===== config.mk =====
export PLATFORM = sky130hd
export DESIGN_NAME = stopwatch_ctl
export DESIGN_NICKNAME = d
export VERILOG_FILES = /design/src/rtl/stopwatch_ctl.sv
export SDC_FILE = /design/constraint.sdc
export NUM_CORES = 1
export LEC_CHECK = 0
export CAP_MARGIN = 0
export CORE_MARGIN = 2
export CORE_UTILIZATION = 50
export CTS_CLUSTER_SIZE = 10
export DETAILED_ROUTE_END_ITERATION = 10
export PLACE_DENSITY = 0.83
export SLEW_MARGIN = 20
export SYNTH_ARGS = -nofsm -noshare
export SYNTH_HDL_FRONTEND = slang
export SYNTH_SLANG_ARGS = --single-unit

===== constraint.sdc =====
create_clock -name clk -period 4.2 [get_ports clk]
set_clock_uncertainty 0.15 [all_clocks]
set_input_delay 1.05 -clock clk [delete_from_list [all_inputs] [get_ports clk]]
set_output_delay 1.05 -clock clk [all_outputs]
set_load 0.005 [all_outputs]

===== src/rtl/stopwatch_ctl.sv =====
// stopwatch_ctl
// Controller for a two-digit BCD countdown stopwatch. It drives an external
// down counter through one-cycle tick/load strobes, blinks an LED bank when
// the count reaches 00, and can optionally freeze the display on a lap.
// Optional lap-hold feature: define STOPWATCH_LAP_EN to enable it.
module stopwatch_ctl #(
   parameter int         TICK_DIV = 100000000,
   parameter logic [3:0] INIT_D1  = 4'd3,
   parameter logic [3:0] INIT_D0  = 4'd0
) (
   input  logic        clk,
   input  logic        rst,
   input  logic        pb_start,
   input  logic        pb_lap,
   input  logic [3:0]  dig1_in,
   input  logic [3:0]  dig0_in,
   output logic        cnt_tick,
   output logic        cnt_load,
   output logic [3:0]  load_d1,
   output logic [3:0]  load_d0,
   output logic [3:0]  disp_d1,
   output logic [3:0]  disp_d0,
   output logic [1:0]  state,
   output logic [14:0] light
);

   localparam int             PW        = $clog2(TICK_DIV);
   localparam logic [PW-1:0]  PRESC_MAX = PW'(TICK_DIV - 1);

   typedef enum logic [1:0] {
      ST_IDLE  = 2'b00,
      ST_RUN   = 2'b01,
      ST_PAUSE = 2'b10,
      ST_DONE  = 2'b11
   } state_t;

   state_t         r_state;
   state_t         w_nextState;
   logic [PW-1:0]  r_presc;
   logic [PW-1:0]  w_prescNext;
   logic [14:0]    r_light;
   logic [14:0]    w_lightNext;
   logic           w_zero;
   logic           w_wrap;
   logic           w_load;
   logic           w_tick;

   assign w_zero = (dig1_in == 4'd0) && (dig0_in == 4'd0);
   assign w_wrap = (r_presc == PRESC_MAX);

   // State, prescaler and LED bank registers
   always_ff @(posedge clk or posedge rst) begin
      if (rst) begin
         r_state <= ST_IDLE;
         r_presc <= '0;
         r_light <= '0;
      end else begin
         r_state <= w_nextState;
         r_presc <= w_prescNext;
         r_light <= w_lightNext;
      end
   end

   // Next-state, prescaler, blink and strobe decisions; the zero test on the
   // live digits wins over pb_start in RUN so the count can never underflow
   always_comb begin
      w_nextState = r_state;
      w_prescNext = r_presc;
      w_lightNext = r_light;
      w_load      = 1'b0;
      w_tick      = 1'b0;
      case (r_state)
         ST_IDLE: begin
            w_prescNext = '0;
            if (pb_start) begin
               w_nextState = ST_RUN;
            end else if (pb_lap) begin
               w_load = 1'b1;
            end
         end
         ST_RUN: begin
            w_prescNext = w_wrap ? '0 : r_presc + PW'(1);
            w_tick      = w_wrap && !w_zero;
            if (w_zero) begin
               w_nextState = ST_DONE;
               w_prescNext = '0;
               w_lightNext = '1;
            end else if (pb_start) begin
               w_nextState = ST_PAUSE;
            end
         end
         ST_PAUSE: begin
            if (pb_start) begin
               w_nextState = ST_RUN;
            end else if (pb_lap) begin
               w_load      = 1'b1;
               w_nextState = ST_IDLE;
            end
         end
         ST_DONE: begin
            w_prescNext = w_wrap ? '0 : r_presc + PW'(1);
            if (w_wrap) begin
               w_lightNext = ~r_light;
            end
            if (pb_start || pb_lap) begin
               w_load      = 1'b1;
               w_nextState = ST_IDLE;
               w_prescNext = '0;
               w_lightNext = '0;
            end
         end
         default: begin
            w_nextState = ST_IDLE;
         end
      endcase
   end

   // Strobes are forced low while reset is held; load always beats tick
   assign cnt_load = w_load && !rst;
   assign cnt_tick = w_tick && !w_load && !rst;
   assign load_d1  = INIT_D1;
   assign load_d0  = INIT_D0;
   assign state    = r_state;
   assign light    = r_light;

`ifdef STOPWATCH_LAP_EN
   logic       r_lapHold;
   logic [3:0] r_lapD1;
   logic [3:0] r_lapD0;

   // Lap hold toggles on pb_lap in RUN and is dropped whenever the counter is reloaded
   always_ff @(posedge clk or posedge rst) begin
      if (rst) begin
         r_lapHold <= 1'b0;
         r_lapD1   <= 4'd0;
         r_lapD0   <= 4'd0;
      end else if (w_load) begin
         r_lapHold <= 1'b0;
      end else if ((r_state == ST_RUN) && pb_lap && !pb_start && !w_zero) begin
         r_lapHold <= !r_lapHold;
         if (!r_lapHold) begin
            r_lapD1 <= dig1_in;
            r_lapD0 <= dig0_in;
         end
      end
   end

   assign disp_d1 = r_lapHold ? r_lapD1 : dig1_in;
   assign disp_d0 = r_lapHold ? r_lapD0 : dig0_in;
`else
   assign disp_d1 = dig1_in;
   assign disp_d0 = dig0_in;
`endif

endmodule


==> results of run 1 <==
==> flip-flops by register name, indices dropped and copies added, names as in the netlist <==
signal	cells
state	2
r_presc	27
light	15
==> worst reg2reg max path, delay by kind of cell (launching register included) <==
kind	cells	cell delay [ns]
AND/OR/NAND/NOR	4	1.60
flip-flops	1	0.42
AO/OA/AOI/OAI	1	0.28
adder cells (fa/ha/maj)	1	0.25
==> power by group through the flow <==
stage	Combinational [mW]	Sequential [mW]	Clock, mW
4_1_cts	0.408	0.595	0.288
3_3_place_gp	0.394	0.598	0
2_1_floorplan	0.197	0.589	0
6_report	0.405	0.597	0.283
3_5_place_dp	0.407	0.596	0
5_1_grt	0.443	0.610	0.308
==> worst max path at each step <==
stage / endpoint / slack [ns] / depth (start not counted)
finish: cnt_tick / 0.22 / 5
global route: cnt_tick / 0.05 / 5
CTS: cnt_tick / 0.22 / 5
detailed placement: cnt_tick / 0.22 / 5
global placement: cnt_tick / 0.36 / 5
floorplan: cnt_tick / 1.33 / 3
==> cells in the final DEF, fill, tap and decap left out, drive strengths merged, types with 8 or more instances in the layout <==
| cell type | instances |
|---|---|
| nor3 | 9 |
| o21ai | 8 |
| nand4 | 16 |
| conb | 8 |
| nor2 | 32 |
| a221o | 15 |
| nand2 | 19 |
| nor4 | 10 |
| nand3 | 14 |
| dfrtp | 44 |
| a31oi | 14 |
| clkdlybuf4s50 | 38 |
==> routing by layer <==
metal	part of all wire	up-vias
met3	0.057	8
met2	0.49	75
li1	-	1041
met4	0.013	0
met5	0	-
met1	0.44	1069
==> through the flow <==
step | area [um2] | power [mW] | utilization
after floorplan | 2530 | 0.787 | -
after global placement | 2850 | 0.992 | 0.595
after detailed placement | 2850 | 1.00 | 0.595
after CTS | 2940 | 1.29 | 0.615
after global routing | 2940 | 1.36 | 0.615
final | 2940 | 1.28 | 0.615
==> cell families (layout without fill, tap and decap cells) <==
kind of cell / Yosys count / after routing / synth area share
and+or+nand+nor: 121 / 121 / 0.259
AOI/OAI and AO/OA: 56 / 56 / 0.170
DFF: 44 / 44 / 0.440
buffers and inverters: 36 / 58 / 0.0845
xor gates and xnor gates: 11 / 11 / 0.0385
other: 2 / 8 / 0.00300
adders and majority gates: 1 / 1 / 0.00500
==> cell type report <==
| type | count | share of cell area |
|---|---|---|
| multi-input cells | 197 | 0.412 |
| flip-flops and latches | 44 | 0.374 |
| repair buffers | 44 | 0.144 |
| well taps | 67 | 0.0285 |
| clock buffers | 6 | 0.0280 |
| inverters | 6 | 0.00765 |
| clock inverters | 2 | 0.00510 |
==> results.tsv, run 1 <==
stage	metric	value	unit
outcome	run status	finished, final reports clean	
route	post-detailed-route via-to-cell ratio	5.99	
final_layout	layout cells sized above 1	0.0769	
sta	pin slew with the least headroom to its limit	0.940	ns
global_route	largest net degree at the start of global routing	26	
worst_setup_path	Critical Path Slowest Stage Cell	sky130_fd_sc_hd__clkdlybuf4s50_1	
place	count of placed standard cells including taps	358	
floorplanning	Die H	74.8	um
worst_setup_path	Crit path buffers/inverters	2	
cts	CTS tree	done	
cts	cts hold-fix bufs	0	
route	detailed-route wire length per cell	16.5	um
power_and_ir_drop	Static Leakage	1.17	nW
sta	final critical-path setup slack	0.218	ns
cts	root buffer cell	sky130_fd_sc_hd__clkbuf_8	
final_layout	# fillers	435	
place	Port-buffer cells	38	
floorplanning	CORE AREA	0.00479	mm2
floorplanning	count of boundary I/O pins	47	
place	DP HPWL	4170	um
floorplanning	Total Die Area	0.00559	mm2
global_route	global routing met2 resource utilization	0.395	
place	Final Wtd Congestion	0.828	
final_layout	register area	0.00110	mm2
sta	setup TNS	0	ns
final_layout	multi-input logic area	0.00121	mm2
route	via total after detailed routing	2193	
global_route	first-pass GRT wire length	10100	um
yosys	top-area cell type share of the netlist area	0.440	
global_route	met1 Usage GRT	0.295	
power_and_ir_drop	maximum vdd drop	0.000376	V
worst_setup_path	start of the worst register-to-register path	r_presc[0]	
route	Remaining DRCs	0	
yosys	Post-Syn Instances	271	
worst_setup_path	max incr delay on CP	0.53	ns
cts	insertion delay of the later-clocked pin in the worst-skew pair	0.30	ns
sta	Hold Violations, Final	0	
worst_setup_path	Crit path max-delay family	buffers and inverters	
hold_path	Hold Crit Depth	1	
cts	post-CTS repair timing setup buffer count	0	
yosys	number of enable flip-flop cells after synthesis	0	
place	setup slack at placement	0.222	ns
worst_setup_path	Worst Setup End Kind	primary output	
sta	setup repair after global routing missed its margin	false	
final_layout	Area Growth Syn to Fin	17.6	%
power_and_ir_drop	power share of the sequential group	0.465	
cts	CTS buffer count	5	
final_layout	Post-layout nets	311	
yosys	top_reg_cell synth	sky130_fd_sc_hd__dfrtp_1	
yosys	most common library cells after synthesis	sky130_fd_sc_hd__dfrtp_1 (44), sky130_fd_sc_hd__nor2_1 (31), sky130_fd_sc_hd__nand2_1 (19), sky130_fd_sc_hd__buf_4 (17), sky130_fd_sc_hd__a221o_1 (15)	
sta	worst hold slack after final layout	0.406	ns
worst_setup_path	data arrival time of the critical path	2.78	ns
yosys	synthesized cell area	0.00250	mm2
cts	deepest clock path buffer count	2	
route	length of the first detailed-routing pass in iterations	4	
global_route	GRT Resource Usage Total	0.238	
final_layout	count of placed standard cells in the final layout, fillers left out	366	
sta	final number of max-transition violations	0	
yosys	Syn. warnings	0	
run	number of violations of the max-capacitance limit	0	
yosys	most common cell in the netlist	sky130_fd_sc_hd__dfrtp_1	
power_and_ir_drop	Net Sw Power	0.392	mW
power_and_ir_drop	internal power contribution	0.893	mW
power_and_ir_drop	fraction of power consumed by the clock network	0.220	
worst_setup_path	beginning of the critical path	dig1_in[1]	
worst_setup_path	kind of start point of the critical path	input pin	
power_and_ir_drop	Switching Share	0.305	
floorplanning	number of rows in the core area	25	
yosys	asr flop ratio synth	1.00	
sta	Fmax achieved	0.251	GHz
global_route	met3 Track Usage GR	0.0535	
worst_setup_path	count of cells along the worst register-to-register path	6	
global_route	antenna violations before repair	0	
global_route	via count of the first global-routing pass	2145	
hold_path	classification of the worst-slack hold path	register to register	
sta	Max-slew headroom	0.370	
sta	Period minus WS final	3.98	ns
hold_path	Worst Hold End	light[2]	
worst_setup_path	Critical Path, Cell by Cell	clkdlybuf4s50_1, nor4_1, a21boi_0, nor3b_1, clkdlybuf4s50_1	
worst_setup_path	worst reg-to-reg setup slack	1.44	ns
route	count of antenna-violating nets left after detailed routing	0	
cts	clk slew on worst S/H paths	0.09	ns
worst_setup_path	Crit Path Class	input pin to primary output	
cts	number of clock sinks seen by CTS	44	
yosys	cells taking the most area after synthesis	sky130_fd_sc_hd__dfrtp_1 (44%), sky130_fd_sc_hd__a221o_1 (6.0%), sky130_fd_sc_hd__buf_4 (5.1%)	
yosys	Avg Cell Area, Syn	9.24	um2
yosys	fraction of the yosys area taken by sequential cells	0.440	
route	wire length after detailed routing	6030	um
floorplanning	die boundary width	74.8	um
yosys	cell taking the most area after synthesis	sky130_fd_sc_hd__dfrtp_1	
yosys	count of unique library cells instantiated by Yosys	46	
final_layout	Antenna Cells	0	
worst_setup_path	required time of the critical path	3.00	ns
hold_path	startpoint of the worst hold path	light[2]	
sta	period utilisation layout	0.948	
floorplanning	starting density of the core	0.523	
global_route	layer with the highest usage after global routing	met2	
global_route	Remaining Overflow, GRT	0	
worst_setup_path	R2R Path End	light[4]	
cts	Post-CTS Resized	0	
worst_setup_path	maximum fanout along the worst path	4	
yosys	number of flip-flops and latches in the synthesized netlist	44	
power_and_ir_drop	combinational group share of total power	0.315	
sta	final number of setup-violating endpoints	0	
route	initial detailed-routing violation count	155	
worst_setup_path	most frequent cell on the critical path	sky130_fd_sc_hd__clkdlybuf4s50_1	
power_and_ir_drop	pwr/cell area	436	mW/mm2
cts	H-tree depth	2	
Power figures use the tool's default switching activity.
==> run 2, diff against run 1 <==
--- a/config.mk
+++ b/config.mk
@@ -10,7 +10,9 @@
 export CORE_UTILIZATION = 50
 export CTS_CLUSTER_SIZE = 10
 export DETAILED_ROUTE_END_ITERATION = 10
-export PLACE_DENSITY = 0.83
+export DONT_BUFFER_PORTS = 1
+export GPL_ROUTABILITY_DRIVEN = 1
+export PLACE_DENSITY = 0.71
 export SLEW_MARGIN = 20
 export SYNTH_ARGS = -nofsm -noshare
 export SYNTH_HDL_FRONTEND = slang
==> results.tsv, run 2 (synthesized netlist as in run 1, its figures left out) <==
stage	metric	value	unit	change
global_route	via count of the first global-routing pass	1815		-15%
final_layout	most common library cell in the layout ignoring fill and taps	sky130_fd_sc_hd__dfrtp_1		
route	via total after detailed routing	1983		-9.6%
cts	Post-CTS Resized	0		unchanged
sta	Max-slew headroom	0.248		-0.122
floorplanning	number of rows in the core area	25		unchanged
power_and_ir_drop	combinational group share of total power	0.188		-0.127
final_layout	commonest cells after routing, fill and taps aside	sky130_fd_sc_hd__dfrtp_1 (44), sky130_fd_sc_hd__nor2_1 (31), sky130_fd_sc_hd__nand2_1 (19), sky130_fd_sc_hd__a221o_1 (15)		
cts	post-CTS repair timing setup buffer count	0		unchanged
cts	number of clock sinks seen by CTS	44		unchanged
sta	Period minus WS final	3.10	ns	-0.882 ns
cts	CTS tree	done		
worst_setup_path	kind of start point of the critical path	register		
final_layout	Antenna Cells	0		unchanged
floorplanning	starting density of the core	0.523		unchanged
global_route	Remaining Overflow, GRT	0		unchanged
sta	Hold Violations, Final	0		unchanged
floorplanning	Die H	74.8	um	unchanged
worst_setup_path	required time of the critical path	3.00	ns	about the same
global_route	largest net degree at the start of global routing	45		+73%
sta	final number of max-transition violations	0		unchanged
final_layout	register with the most flip-flops	r_presc		
route	post-detailed-route via-to-cell ratio	6.12		+2.1%
power_and_ir_drop	pwr/cell area	438	mW/mm2	+0.39%
floorplanning	CORE AREA	0.00479	mm2	unchanged
sta	setup repair after global routing missed its margin	false		
worst_setup_path	Worst Setup End Kind	primary output		
route	wire length after detailed routing	5280	um	-12%
final_layout	final design instance area without fill	0.00253	mm2	-14%
cts	deepest clock path buffer count	2		unchanged
run	number of violations of the max-capacitance limit	0		unchanged
final_layout	Post-layout nets	269		-14%
sta	period utilisation layout	0.738		-0.210
route	count of antenna-violating nets left after detailed routing	0		unchanged
power_and_ir_drop	Switching Share	0.339		+0.0336
route	Remaining DRCs	0		unchanged
final_layout	layout cells sized above 1	0.0739		-0.00299
global_route	GRT Resource Usage Total	0.212		-0.0256
global_route	antenna violations before repair	0		unchanged
sta	pin slew with the least headroom to its limit	1.12	ns	+0.181 ns
sta	final number of setup-violating endpoints	0		unchanged
sta	worst hold slack after final layout	0.388	ns	-0.0173 ns
floorplanning	count of boundary I/O pins	47		unchanged
cts	insertion delay of the later-clocked pin in the worst-skew pair	0.31	ns	about the same
power_and_ir_drop	power share of the sequential group	0.555		+0.090
sta	Fmax achieved	0.323	GHz	+28%
sta	setup TNS	0	ns	unchanged
power_and_ir_drop	Net Sw Power	0.376	mW	-4.2%
power_and_ir_drop	internal power contribution	0.733	mW	-18%
place	cell area after placement	0.00244	mm2	-14%
route	length of the first detailed-routing pass in iterations	4		unchanged
route	detailed-route wire length per cell	16.3	um	-1.1%
cts	cts hold-fix bufs	0		unchanged
worst_setup_path	Crit Path Class	register to primary output		
outcome	run status	finished, final reports clean		
place	Port-buffer cells	0		-100%
route	initial detailed-routing violation count	139		-10%
worst_setup_path	count of cells along the worst register-to-register path	6		unchanged
final_layout	max reg flops	27		unchanged
global_route	first-pass GRT wire length	8930	um	-12%
power_and_ir_drop	fraction of power consumed by the clock network	0.258		+0.038
worst_setup_path	maximum fanout along the worst path	6		+2
power_and_ir_drop	maximum vdd drop	0.000328	V	-13%
floorplanning	Total Die Area	0.00559	mm2	unchanged
hold_path	Hold Crit Depth	1		unchanged
cts	CTS buffer count	5		unchanged
place	DP HPWL	3540	um	-15%
hold_path	classification of the worst-slack hold path	register to register		
floorplanning	die boundary width	74.8	um	unchanged
cts	clk slew on worst S/H paths	0.09	ns	about the same
cts	H-tree depth	2		unchanged
final_layout	Area Growth Syn to Fin	1.10	%	
place	Final Wtd Congestion	0.840		+1.4%
cts	root buffer cell	sky130_fd_sc_hd__clkbuf_8		
worst_setup_path	data arrival time of the critical path	1.90	ns	-0.88 ns
power_and_ir_drop	Static Leakage	1.00	nW	-14%
power_and_ir_drop	power consumption	1.11	mW	-14%
run 2: final timing paths:
kind	start	endpoint	slack [ns]
worst max-delay path	r_presc[0]	cnt_tick	1.10
max in group asynchronous	rst	light[10]	2.91
worst min-delay path	r_presc[14]	r_presc[14]	0.39
min in group asynchronous	rst	r_presc[0]	0.59
worst max register to register	r_presc[0]	light[12]	1.61
worst min register to register	r_presc[14]	r_presc[14]	0.39
run 2: area by class of cell:
type                       instances  area [um2]
clock buffer                       5        68.8
tap                               67        83.8
fill                             422        2250
inverter                           6        22.5
clock inverter                     3        26.3
multi-input combinational        197        1210
sequential                        44        1100
timing repair buffer               2        15.0
run 2: per-stage QoR:
step	instances	setup WS [ns]	util
final	324	1.10	0.529
after global routing	324	0.928	0.529
after CTS	324	1.07	0.529
after detailed placement	316	0.786	0.509
after global placement	316	0.872	0.509
after floorplan	277	1.33	-
run 2: power by group through the flow:
stage / Sequential (mW) / Combinational, mW / Clock (mW)
detailed placement: 0.619 / 0.212 / 0
global route: 0.631 / 0.240 / 0.309
global placement: 0.620 / 0.203 / 0
floorplan: 0.589 / 0.197 / 0
finish: 0.615 / 0.208 / 0.286
CTS: 0.614 / 0.210 / 0.290
run 2: critical path, cell delays in order, from the launching register on:
cell,delay [ns]
sky130_fd_sc_hd__dfrtp_1,0.41
sky130_fd_sc_hd__ha_1,0.24
sky130_fd_sc_hd__nand4_2,0.22
sky130_fd_sc_hd__nor2_2,0.24
sky130_fd_sc_hd__nand4_2,0.15
sky130_fd_sc_hd__nor3b_1,0.32
run 2: layer usage:
metal  share of wire  GRT usage
met1            0.48      0.315
met2            0.44      0.299
met3           0.064     0.0495
met4           0.017     0.0873
met5               0          0
==> run 3, diff against run 2 <==
--- a/config.mk
+++ b/config.mk
@@ -12,7 +12,7 @@
 export DETAILED_ROUTE_END_ITERATION = 10
 export DONT_BUFFER_PORTS = 1
 export GPL_ROUTABILITY_DRIVEN = 1
-export PLACE_DENSITY = 0.71
+export PLACE_DENSITY = 0.74
 export SLEW_MARGIN = 20
 export SYNTH_ARGS = -nofsm -noshare
 export SYNTH_HDL_FRONTEND = slang
==> constraint.sdc (replaced) <==
create_clock -name clk -period 2.6 [get_ports clk]
set_clock_uncertainty 0.15 [all_clocks]
set_input_delay 0.65 -clock clk [delete_from_list [all_inputs] [get_ports clk]]
set_output_delay 0.65 -clock clk [all_outputs]
set_load 0.005 [all_outputs]
==> results.tsv, run 3 (synthesized netlist as in run 1, its figures left out) <==
stage	metric	value	unit	change
outcome	run status	finished, final reports clean		
place	cell area after placement	0.00255	mm2	+4.6%
final_layout	final design instance area without fill	0.00282	mm2	+12%
worst_setup_path	start of the worst register-to-register path	r_presc[1]		
worst_setup_path	Crit Path Class	register to primary output		
power_and_ir_drop	pwr/cell area	746	mW/mm2	+70%
cts	number of clock sinks seen by CTS	44		unchanged
global_route	largest net degree at the start of global routing	43		-4.4%
final_layout	layout cells sized above 1	0.167		+0.0933
sta	Hold Violations, Final	0		unchanged
power_and_ir_drop	maximum vdd drop	0.000517	V	+58%
sta	worst hold slack after final layout	0.352	ns	-0.0359 ns
route	routed wl met3	425	um	+25%
place	DP HPWL	3770	um	+6.5%
final_layout	# fillers	398		-5.7%
route	length of the first detailed-routing pass in iterations	4		unchanged
sta	final number of setup-violating endpoints	0		unchanged
cts	insertion delay of the later-clocked pin in the worst-skew pair	0.30	ns	about the same
global_route	antenna violations before repair	0		unchanged
floorplanning	Total Die Area	0.00559	mm2	unchanged
sta	Max-slew headroom	0.606		+0.359
floorplanning	die boundary width	74.8	um	unchanged
cts	H-tree depth	2		unchanged
cts	CTS tree	done		
floorplanning	count of boundary I/O pins	47		unchanged
cts	deepest clock path buffer count	2		unchanged
sta	pin slew with the least headroom to its limit	0.585	ns	-0.536 ns
route	wire length after detailed routing	6100	um	+16%
floorplanning	Die H	74.8	um	unchanged
route	initial detailed-routing violation count	203		+46%
sta	period utilisation layout	0.984		
worst_setup_path	maximum fanout along the worst path	7		+1
route	top routing layer used	met4		
route	met1 WL	2710	um	+7.3%
route	via total after detailed routing	2205		+11%
floorplanning	starting density of the core	0.523		unchanged
worst_setup_path	R2R Path End	light[3]		
worst_setup_path	count of cells along the worst register-to-register path	8		+2
worst_setup_path	kind of start point of the critical path	register		
route	met2 wire len	2830	um	+22%
final_layout	max reg flops	27		unchanged
final_layout	Antenna Cells	0		unchanged
route	count of antenna-violating nets left after detailed routing	0		unchanged
place	Final Wtd Congestion	0.883		+5.2%
cts	clk slew on worst S/H paths	0.08	ns	about the same
place	Port-buffer cells	0		unchanged
final_layout	Area Growth Syn to Fin	12.7	%	
final_layout	Util after Layout	0.590		+0.0609
sta	final number of max-transition violations	0		unchanged
hold_path	startpoint of the worst hold path	pb_start		
final_layout	Post-layout nets	293		+8.9%
final_layout	commonest cells after routing, fill and taps aside	sky130_fd_sc_hd__dfrtp_1 (44), sky130_fd_sc_hd__nor2_1 (30), sky130_fd_sc_hd__buf_4 (25), sky130_fd_sc_hd__nand2_1 (19), sky130_fd_sc_hd__a221o_1 (15)		
sta	Fmax achieved	0.391	GHz	
power_and_ir_drop	Static Leakage	1.16	nW	+15%
global_route	Remaining Overflow, GRT	0		unchanged
route	detailed-route wire length per cell	17.5	um	+7.6%
final_layout	most common library cell in the layout ignoring fill and taps	sky130_fd_sc_hd__dfrtp_1		
sta	Period minus WS final	2.56	ns	
worst_setup_path	worst reg-to-reg setup slack	0.16	ns	-1.45 ns
final_layout	register with the most flip-flops	r_presc		
global_route	via count of the first global-routing pass	1977		+8.9%
cts	root buffer cell	sky130_fd_sc_hd__clkbuf_8		
hold_path	Worst Hold End	state[1]		
global_route	first-pass GRT wire length	9520	um	+6.7%
floorplanning	number of rows in the core area	25		unchanged
route	post-detailed-route via-to-cell ratio	6.34		+3.5%
hold_path	Hold Crit Depth	2		+1
route	Remaining DRCs	0		unchanged
global_route	GRT Resource Usage Total	0.224		+0.0120
cts	CTS buffer count	5		unchanged
run	number of violations of the max-capacitance limit	0		unchanged
hold_path	classification of the worst-slack hold path	input pin to register		
worst_setup_path	data arrival time of the critical path	1.76	ns	-0.14 ns
floorplanning	CORE AREA	0.00479	mm2	unchanged
worst_setup_path	required time of the critical path	1.80	ns	-1.20 ns
worst_setup_path	Worst Setup End Kind	primary output		
==> run 3: worst max path at each step <==
stage	to	from	slack (ns)	cells past startpoint
final	cnt_tick	r_presc[13]	0.04	5
after global routing	cnt_tick	r_presc[1]	-0.01	6
after CTS	cnt_tick	r_presc[13]	0.0002	5
after detailed placement	cnt_tick	r_presc[0]	0.15	6
after global placement	cnt_tick	r_presc[25]	0.19	5
after floorplan	cnt_tick	r_presc[0]	0.19	6
==> run 3: repair_timing <==
item / 4_1_cts / 5_1_grt
setup buffers: 0 / 8
endpoints found under the setup margin: 1 / 1
hold buffers: 1 / 0
hold endpoints to repair: 2 / 0
resized for setup: 6 / 2
pin swaps: 2 / 3
==> run 3: routing by layer <==
| layer | track usage | vias to the layer above |
|---|---|---|
| met2 | 0.340 | 103 |
| met5 | 0 | - |
| met4 | 0.0734 | 0 |
| met1 | 0.310 | 1080 |
| li1 | - | 1007 |
| met3 | 0.0656 | 15 |
==> run 3: report_power, final <==
part           internal (mW)  switching (mW)  total (mW)
Clock                  0.480           0.249       0.730
Sequential             0.825           0.149       0.974
Combinational          0.197           0.204       0.401
Total                   1.50           0.603        2.11
==> run 3: worst max-delay path, cell delays in order (launching register included) <==
cell,delay [ns]
sky130_fd_sc_hd__dfrtp_1,0.47
sky130_fd_sc_hd__nand4_1,0.27
sky130_fd_sc_hd__nor2_2,0.22
sky130_fd_sc_hd__nand4_4,0.16
sky130_fd_sc_hd__nor3b_2,0.19
sky130_fd_sc_hd__buf_4,0.13
==> run 3: metrics by stage <==
stage	setup WS, ns	power [mW]	instances	setup TNS [ns]
floorplan	0.189	1.27	277	0
global placement	0.192	1.35	331	0
detailed placement	0.154	1.37	331	0
CTS	0.000165	2.11	340	0
global route	-0.0130	2.21	348	-0.0130
finish	0.0425	2.11	348	0
==> run 3: cell type report <==
type,count,area (um2),share of cell area
inverter,6,22.5,0.00798
clock inverter,3,90.1,0.0319
clock buffer,5,68.8,0.0244
tap,67,83.8,0.0297
timing repair buffer,26,198,0.0700
sequential,44,1100,0.390
multi-input combinational,197,1260,0.446
